`config.mk`:
```
export PLATFORM = sky130hd
export DESIGN_NAME = i2c_target_responder
export DESIGN_NICKNAME = d
export VERILOG_FILES = /design/src/rtl/i2c_target_responder.sv
export SDC_FILE = /design/constraint.sdc
export NUM_CORES = 1
export LEC_CHECK = 0
export CAP_MARGIN = 20
export CORE_ASPECT_RATIO = 0.6
export CORE_MARGIN = 2
export CORE_UTILIZATION = 40
export DETAILED_ROUTE_END_ITERATION = 6
export PLACE_DENSITY = 0.59
export SYNTH_ARGS = -nofsm -noshare
export SYNTH_HDL_FRONTEND = slang
export SYNTH_SLANG_ARGS = --single-unit
```
`constraint.sdc`:
```
create_clock -name clock -period 3.6 [get_ports clock]
set_input_delay 0.54 -clock clock [delete_from_list [all_inputs] [get_ports clock]]
set_output_delay 0.54 -clock clock [all_outputs]
set_load 0.05 [all_outputs]
```
`src/rtl/i2c_target_responder.sv`:
```
// I2C target that answers a single 7-bit address: ACKs every write byte and
// streams TxData on reads. Bus pins are oversampled on the system clock.
module i2c_target_responder #(
  parameter logic [6:0] DEVICE_ADDRESS = 7'h48
) (
  input  logic       clock,
  input  logic       Reset,
  input  logic       SCL_in,
  input  logic       SDA_in,
  output logic       SDA_pull_low,
  input  logic [7:0] TxData,
  output logic       TxLoad,
  output logic [7:0] DataOut,
  output logic       DataValid,
  output logic       Busy,
  output logic       RW
);

  typedef enum logic [2:0] {
    IDLE     = 3'd0,
    ADDR     = 3'd1,
    ADDR_ACK = 3'd2,
    WR_DATA  = 3'd3,
    WR_ACK   = 3'd4,
    RD_DATA  = 3'd5,
    RD_ACK   = 3'd6,
    IGNORE   = 3'd7
  } state_t;

  logic   scl_meta_q, scl_sync_q, scl_prev_q;
  logic   sda_meta_q, sda_sync_q, sda_prev_q;
  logic   scl_rise_s, scl_fall_s, start_s, stop_s, load_tx_s;

  state_t     state_q, state_d;
  logic [2:0] cnt_q, cnt_d;
  logic [7:0] shift_q, shift_d;
  logic       byte_done_q, byte_done_d;
  logic       pull_q, pull_d;
  logic [7:0] data_out_q, data_out_d;
  logic       data_valid_q, data_valid_d;
  logic       tx_load_q, tx_load_d;
  logic       busy_q, busy_d;
  logic       rw_q, rw_d;

  // Two-flop synchronizers plus a delayed copy for edge detection; idle bus is high.
  always_ff @(posedge clock) begin
    if (Reset) begin
      scl_meta_q <= 1'b1;
      scl_sync_q <= 1'b1;
      scl_prev_q <= 1'b1;
      sda_meta_q <= 1'b1;
      sda_sync_q <= 1'b1;
      sda_prev_q <= 1'b1;
    end else begin
      scl_meta_q <= SCL_in;
      scl_sync_q <= scl_meta_q;
      scl_prev_q <= scl_sync_q;
      sda_meta_q <= SDA_in;
      sda_sync_q <= sda_meta_q;
      sda_prev_q <= sda_sync_q;
    end
  end

  assign scl_rise_s = scl_sync_q & ~scl_prev_q;
  assign scl_fall_s = ~scl_sync_q & scl_prev_q;
  // SCL must be high on both samples so an SCL edge is never mistaken for START/STOP.
  assign start_s = scl_sync_q & scl_prev_q & sda_prev_q & ~sda_sync_q;
  assign stop_s  = scl_sync_q & scl_prev_q & ~sda_prev_q & sda_sync_q;

  // Next-state and output computation; START/STOP override any SCL edge.
  always_comb begin
    state_d      = state_q;
    cnt_d        = cnt_q;
    shift_d      = shift_q;
    byte_done_d  = byte_done_q;
    pull_d       = pull_q;
    data_out_d   = data_out_q;
    data_valid_d = 1'b0;
    tx_load_d    = 1'b0;
    busy_d       = busy_q;
    rw_d         = rw_q;
    load_tx_s    = 1'b0;
    if (stop_s) begin
      state_d     = IDLE;
      pull_d      = 1'b0;
      busy_d      = 1'b0;
      cnt_d       = 3'd0;
      byte_done_d = 1'b0;
    end else if (start_s) begin
      state_d     = ADDR;
      pull_d      = 1'b0;
      cnt_d       = 3'd0;
      byte_done_d = 1'b0;
      shift_d     = 8'h00;
    end else begin
      case (state_q)
        ADDR: begin
          if (scl_rise_s && !byte_done_q) begin
            shift_d = {shift_q[6:0], sda_sync_q};
            cnt_d   = cnt_q + 3'd1;
            if (cnt_q == 3'd7) begin
              if (shift_q[6:0] == DEVICE_ADDRESS) begin
                rw_d        = sda_sync_q;
                busy_d      = 1'b1;
                byte_done_d = 1'b1;
              end else begin
                state_d = IGNORE;
              end
            end else begin
              byte_done_d = 1'b0;
            end
          end else if (scl_fall_s && byte_done_q) begin
            byte_done_d = 1'b0;
            pull_d      = 1'b1;
            state_d     = ADDR_ACK;
          end else begin
            state_d = ADDR;
          end
        end
        ADDR_ACK: begin
          if (scl_fall_s) begin
            if (rw_q) begin
              load_tx_s = 1'b1;
            end else begin
              pull_d  = 1'b0;
              state_d = WR_DATA;
            end
          end else begin
            state_d = ADDR_ACK;
          end
        end
        WR_DATA: begin
          if (scl_rise_s && !byte_done_q) begin
            shift_d = {shift_q[6:0], sda_sync_q};
            cnt_d   = cnt_q + 3'd1;
            if (cnt_q == 3'd7) begin
              byte_done_d  = 1'b1;
              data_out_d   = {shift_q[6:0], sda_sync_q};
              data_valid_d = 1'b1;
            end else begin
              byte_done_d = 1'b0;
            end
          end else if (scl_fall_s && byte_done_q) begin
            byte_done_d = 1'b0;
            pull_d      = 1'b1;
            state_d     = WR_ACK;
          end else begin
            state_d = WR_DATA;
          end
        end
        WR_ACK: begin
          if (scl_fall_s) begin
            pull_d  = 1'b0;
            state_d = WR_DATA;
          end else begin
            state_d = WR_ACK;
          end
        end
        RD_DATA: begin
          if (scl_fall_s) begin
            if (cnt_q == 3'd7) begin
              cnt_d   = 3'd0;
              pull_d  = 1'b0;
              state_d = RD_ACK;
            end else begin
              cnt_d   = cnt_q + 3'd1;
              shift_d = {shift_q[6:0], 1'b0};
              pull_d  = ~shift_q[6];
            end
          end else begin
            state_d = RD_DATA;
          end
        end
        RD_ACK: begin
          if (scl_rise_s) begin
            if (sda_sync_q) begin
              state_d = IGNORE;
            end else begin
              byte_done_d = 1'b1;
            end
          end else if (scl_fall_s && byte_done_q) begin
            byte_done_d = 1'b0;
            load_tx_s   = 1'b1;
          end else begin
            state_d = RD_ACK;
          end
        end
        default: begin
          state_d = state_q;
        end
      endcase
    end
    // Shared reload path used after the address ACK and after each controller ACK.
    if (load_tx_s) begin
      shift_d   = TxData;
      tx_load_d = 1'b1;
      pull_d    = ~TxData[7];
      cnt_d     = 3'd0;
      state_d   = RD_DATA;
    end else begin
      tx_load_d = 1'b0;
    end
  end

  // Protocol state and registered outputs.
  always_ff @(posedge clock) begin
    if (Reset) begin
      state_q      <= IDLE;
      cnt_q        <= 3'd0;
      shift_q      <= 8'h00;
      byte_done_q  <= 1'b0;
      pull_q       <= 1'b0;
      data_out_q   <= 8'h00;
      data_valid_q <= 1'b0;
      tx_load_q    <= 1'b0;
      busy_q       <= 1'b0;
      rw_q         <= 1'b0;
    end else begin
      state_q      <= state_d;
      cnt_q        <= cnt_d;
      shift_q      <= shift_d;
      byte_done_q  <= byte_done_d;
      pull_q       <= pull_d;
      data_out_q   <= data_out_d;
      data_valid_q <= data_valid_d;
      tx_load_q    <= tx_load_d;
      busy_q       <= busy_d;
      rw_q         <= rw_d;
    end
  end

  assign SDA_pull_low = pull_q;
  assign TxLoad       = tx_load_q;
  assign DataOut      = data_out_q;
  assign DataValid    = data_valid_q;
  assign Busy         = busy_q;
  assign RW           = rw_q;

endmodule
```
==> flow_summary.ini <==
[run_status]
status = completed

[cts]
hold_buffers = 0
cts.sinks = 33
clk_latency_ps = 280
clock_path_buffers = 2
h-tree-depth = 2
numCtsBuffers = 5
cts_tree = done
cts_resized = 0
cts_root_buffer = clkbuf_8
post_cts_buffers = 0
clk_pin_slew_ps = 70

[routing]
first_pass_iters = 5
viasPerCell = 5.47
drt_iter0_markers = 192
finalWirelength_mm = 4.20
drc_errors = 0
wl_per_cell_um = 14.4
num_vias = 1596
ant_nets = 0

[grt]
overflow = 0
grt_max_degree = 25
antenna_found_initial = 0
grt_pass1_vias = 1418
track_usage_pct = 17.4
grt_pass1_wl_mm = 7.12

[yosys]
syn-num-nets = 228
synth-seq-cells = 33
syn_area_mm2 = 0.00185
syn-instance-count = 214
synth_largest_area_cell = dfxtp_1
syn_avg_cell_area_um2 = 8.64
synth_top_area_share_pct = 35.7
ys_types = 50
yosysWarnings = 0
synth_ff_type = dfxtp_1
synth-edff-count = 0
synth_seq_area_share_pct = 35.7
ys_async_sr_fraction_pct = 0
synthTopCellsByArea = dfxtp_1 36%, mux2i_1 6.5%, nor2_1 6.3%

[critical_path]
cp_max_fo = 24
crit_type = flop to flop
arrival_ps = 2550
path_cells = mux2_2 > nand3_1 > o2111ai_1 > o21a_1 > a32o_1
endpoint_kind = flop
cp_slowest_cell = dfxtp_1
cp.required_ps = 3770
start_kind = flop
path_buf_inv = 0
cp_slowest_stage_delay_ps = 850
crit_family = flip-flops

[finish]
final_core_util_pct = 48.4
multi_input_area_mm2 = 0.00107
area_delta_synth_final_pct = 18.4
drive_gt1_share_pct = 13.1
n_antenna_cell = 0
fillers = 444
nets = 242
ff_latch_area_um2 = 661

[placement]
gp_congestion = 0.862
numPortBuffers = 24
dp.final_hpwl_mm = 2.96

[timing]
drv_slew = 0
slew_headroom_pct = 42.7
worst_pin_slew_ps = 848
fin_crit_sh_pct = 66.2
fin_worst_skew_ps = 3.96
finalCriticalPeriod_ps = 2380
max_freq_mhz = 420
setup_viol = 0
setup_tns_ps = 0
finalHoldViolations = 0
rsz0062_at_grt = false

[worst_hold_path]
min_path_type = flop to flop

[floorplanning]
die_height_um = 56.7
die_w_um = 91.8
start_util_pct = 40.9
num_io_pins = 25
dieArea_mm2 = 0.00520
core_mm2 = 0.00452
num_rows = 19

[power_and_ir_drop]
power.density_mw_per_mm2 = 486
p_leak_nw = 0.766
power_mw = 1.06
peakVddDrop_mv = 0.252

[job]
cap_violations = 0
## sequential cells by signal, summed over array words and instances (netlist names)
signal and cells:
shift_q 7, SDA_pull_low 1, Busy 1, sda_sync_q 1
scl_sync_q 1, sda_prev_q 1, DataOut 8, scl_prev_q 1
state_q 3, cnt_q 3, sda_meta_q 1, DataValid 1
scl_meta_q 1, byte_done_q 1, TxLoad 1, RW 1
## metal layers
layer	vias to the layer above	global-route usage (%)	wire, µm
met5	-	0	0
met4	0	3.20	34
met1	727	28.4	2330
met3	4	5.37	328
met2	65	21.4	1510
li1	800	-	-
## cell usage after synthesis, types with 4 or more instances
cell type / n
mux2i_1: 12
nor2_1: 31
nand2b_1: 5
dfxtp_1: 33
or2_2: 6
nor3_1: 6
and3_1: 4
nand2_1: 18
clkbuf_1: 7
buf_2: 7
o21ai_0: 4
nand3_1: 11
a21oi_1: 11
a311oi_1: 6
## power by group
group / switching (mW) / internal [mW] / total [mW] / leakage, nW
sequential: 0.0873 / 0.388 / 0.475 / 0.268
clock: 0.133 / 0.226 / 0.358 / 0.0585
combinational: 0.114 / 0.115 / 0.229 / 0.439
## area by class of cell
class                           count  share of cell area (%)
Multi-Input combinational cell    160                    49.1
Sequential cell                    33                    30.2
Timing Repair Buffer               25                    11.3
Clock buffer                        7                    3.95
Tap cell                           63                    3.60
Clock inverter                      1                    1.37
Inverter                            3                   0.515
## cell families (layout without fill, tap and decap cells)
logic type               count (synthesis)  after routing  synth area share, %
AND/OR/NAND/NOR                        101            101                 29.4
adder cells (fa/ha/maj)                  2              2                 1.35
AO/OA/AOI/OAI                           44             44                 20.2
flip-flops                              33             33                 35.7
multiplexers                            13             13                 7.11
buffers and inverters                   21             36                 6.16
## cells in the final DEF (no fill, tap or decap), types with 5 or more instances in the layout
cell type / n
dfxtp_1: 33
nor2_1: 31
clkdlybuf4s50_1: 24
nand2_1: 18
mux2i_1: 12
a21oi_1: 11
nand3_1: 11
nor3_1: 6
a311oi_1: 6
or2_2: 6
clkbuf_8: 6
nand2b_1: 5
## path summary, 6_finish.rpt
| check | startpoint | to | slack (ps) | depth (start not counted) |
|---|---|---|---|---|
| worst max-delay path | state_q[2] | state_q[0] | 1220 | 5 |
| worst min-delay path | scl_meta_q | scl_sync_q | 410 | 1 |
| worst max register to register | state_q[2] | state_q[0] | 1220 | 5 |
| worst min register to register | scl_meta_q | scl_sync_q | 410 | 1 |
## metrics by stage
stage	hold WS, ps	instances	cell area, µm²	setup WS (ps)
floorplan	389	214	1850	1870
global placement	392	284	2070	1310
detailed placement	395	284	2070	1250
CTS	412	292	2190	1230
global route	430	292	2190	1030
finish	411	292	2190	1220
No activity file was read; power rests on OpenSTA's default activity.
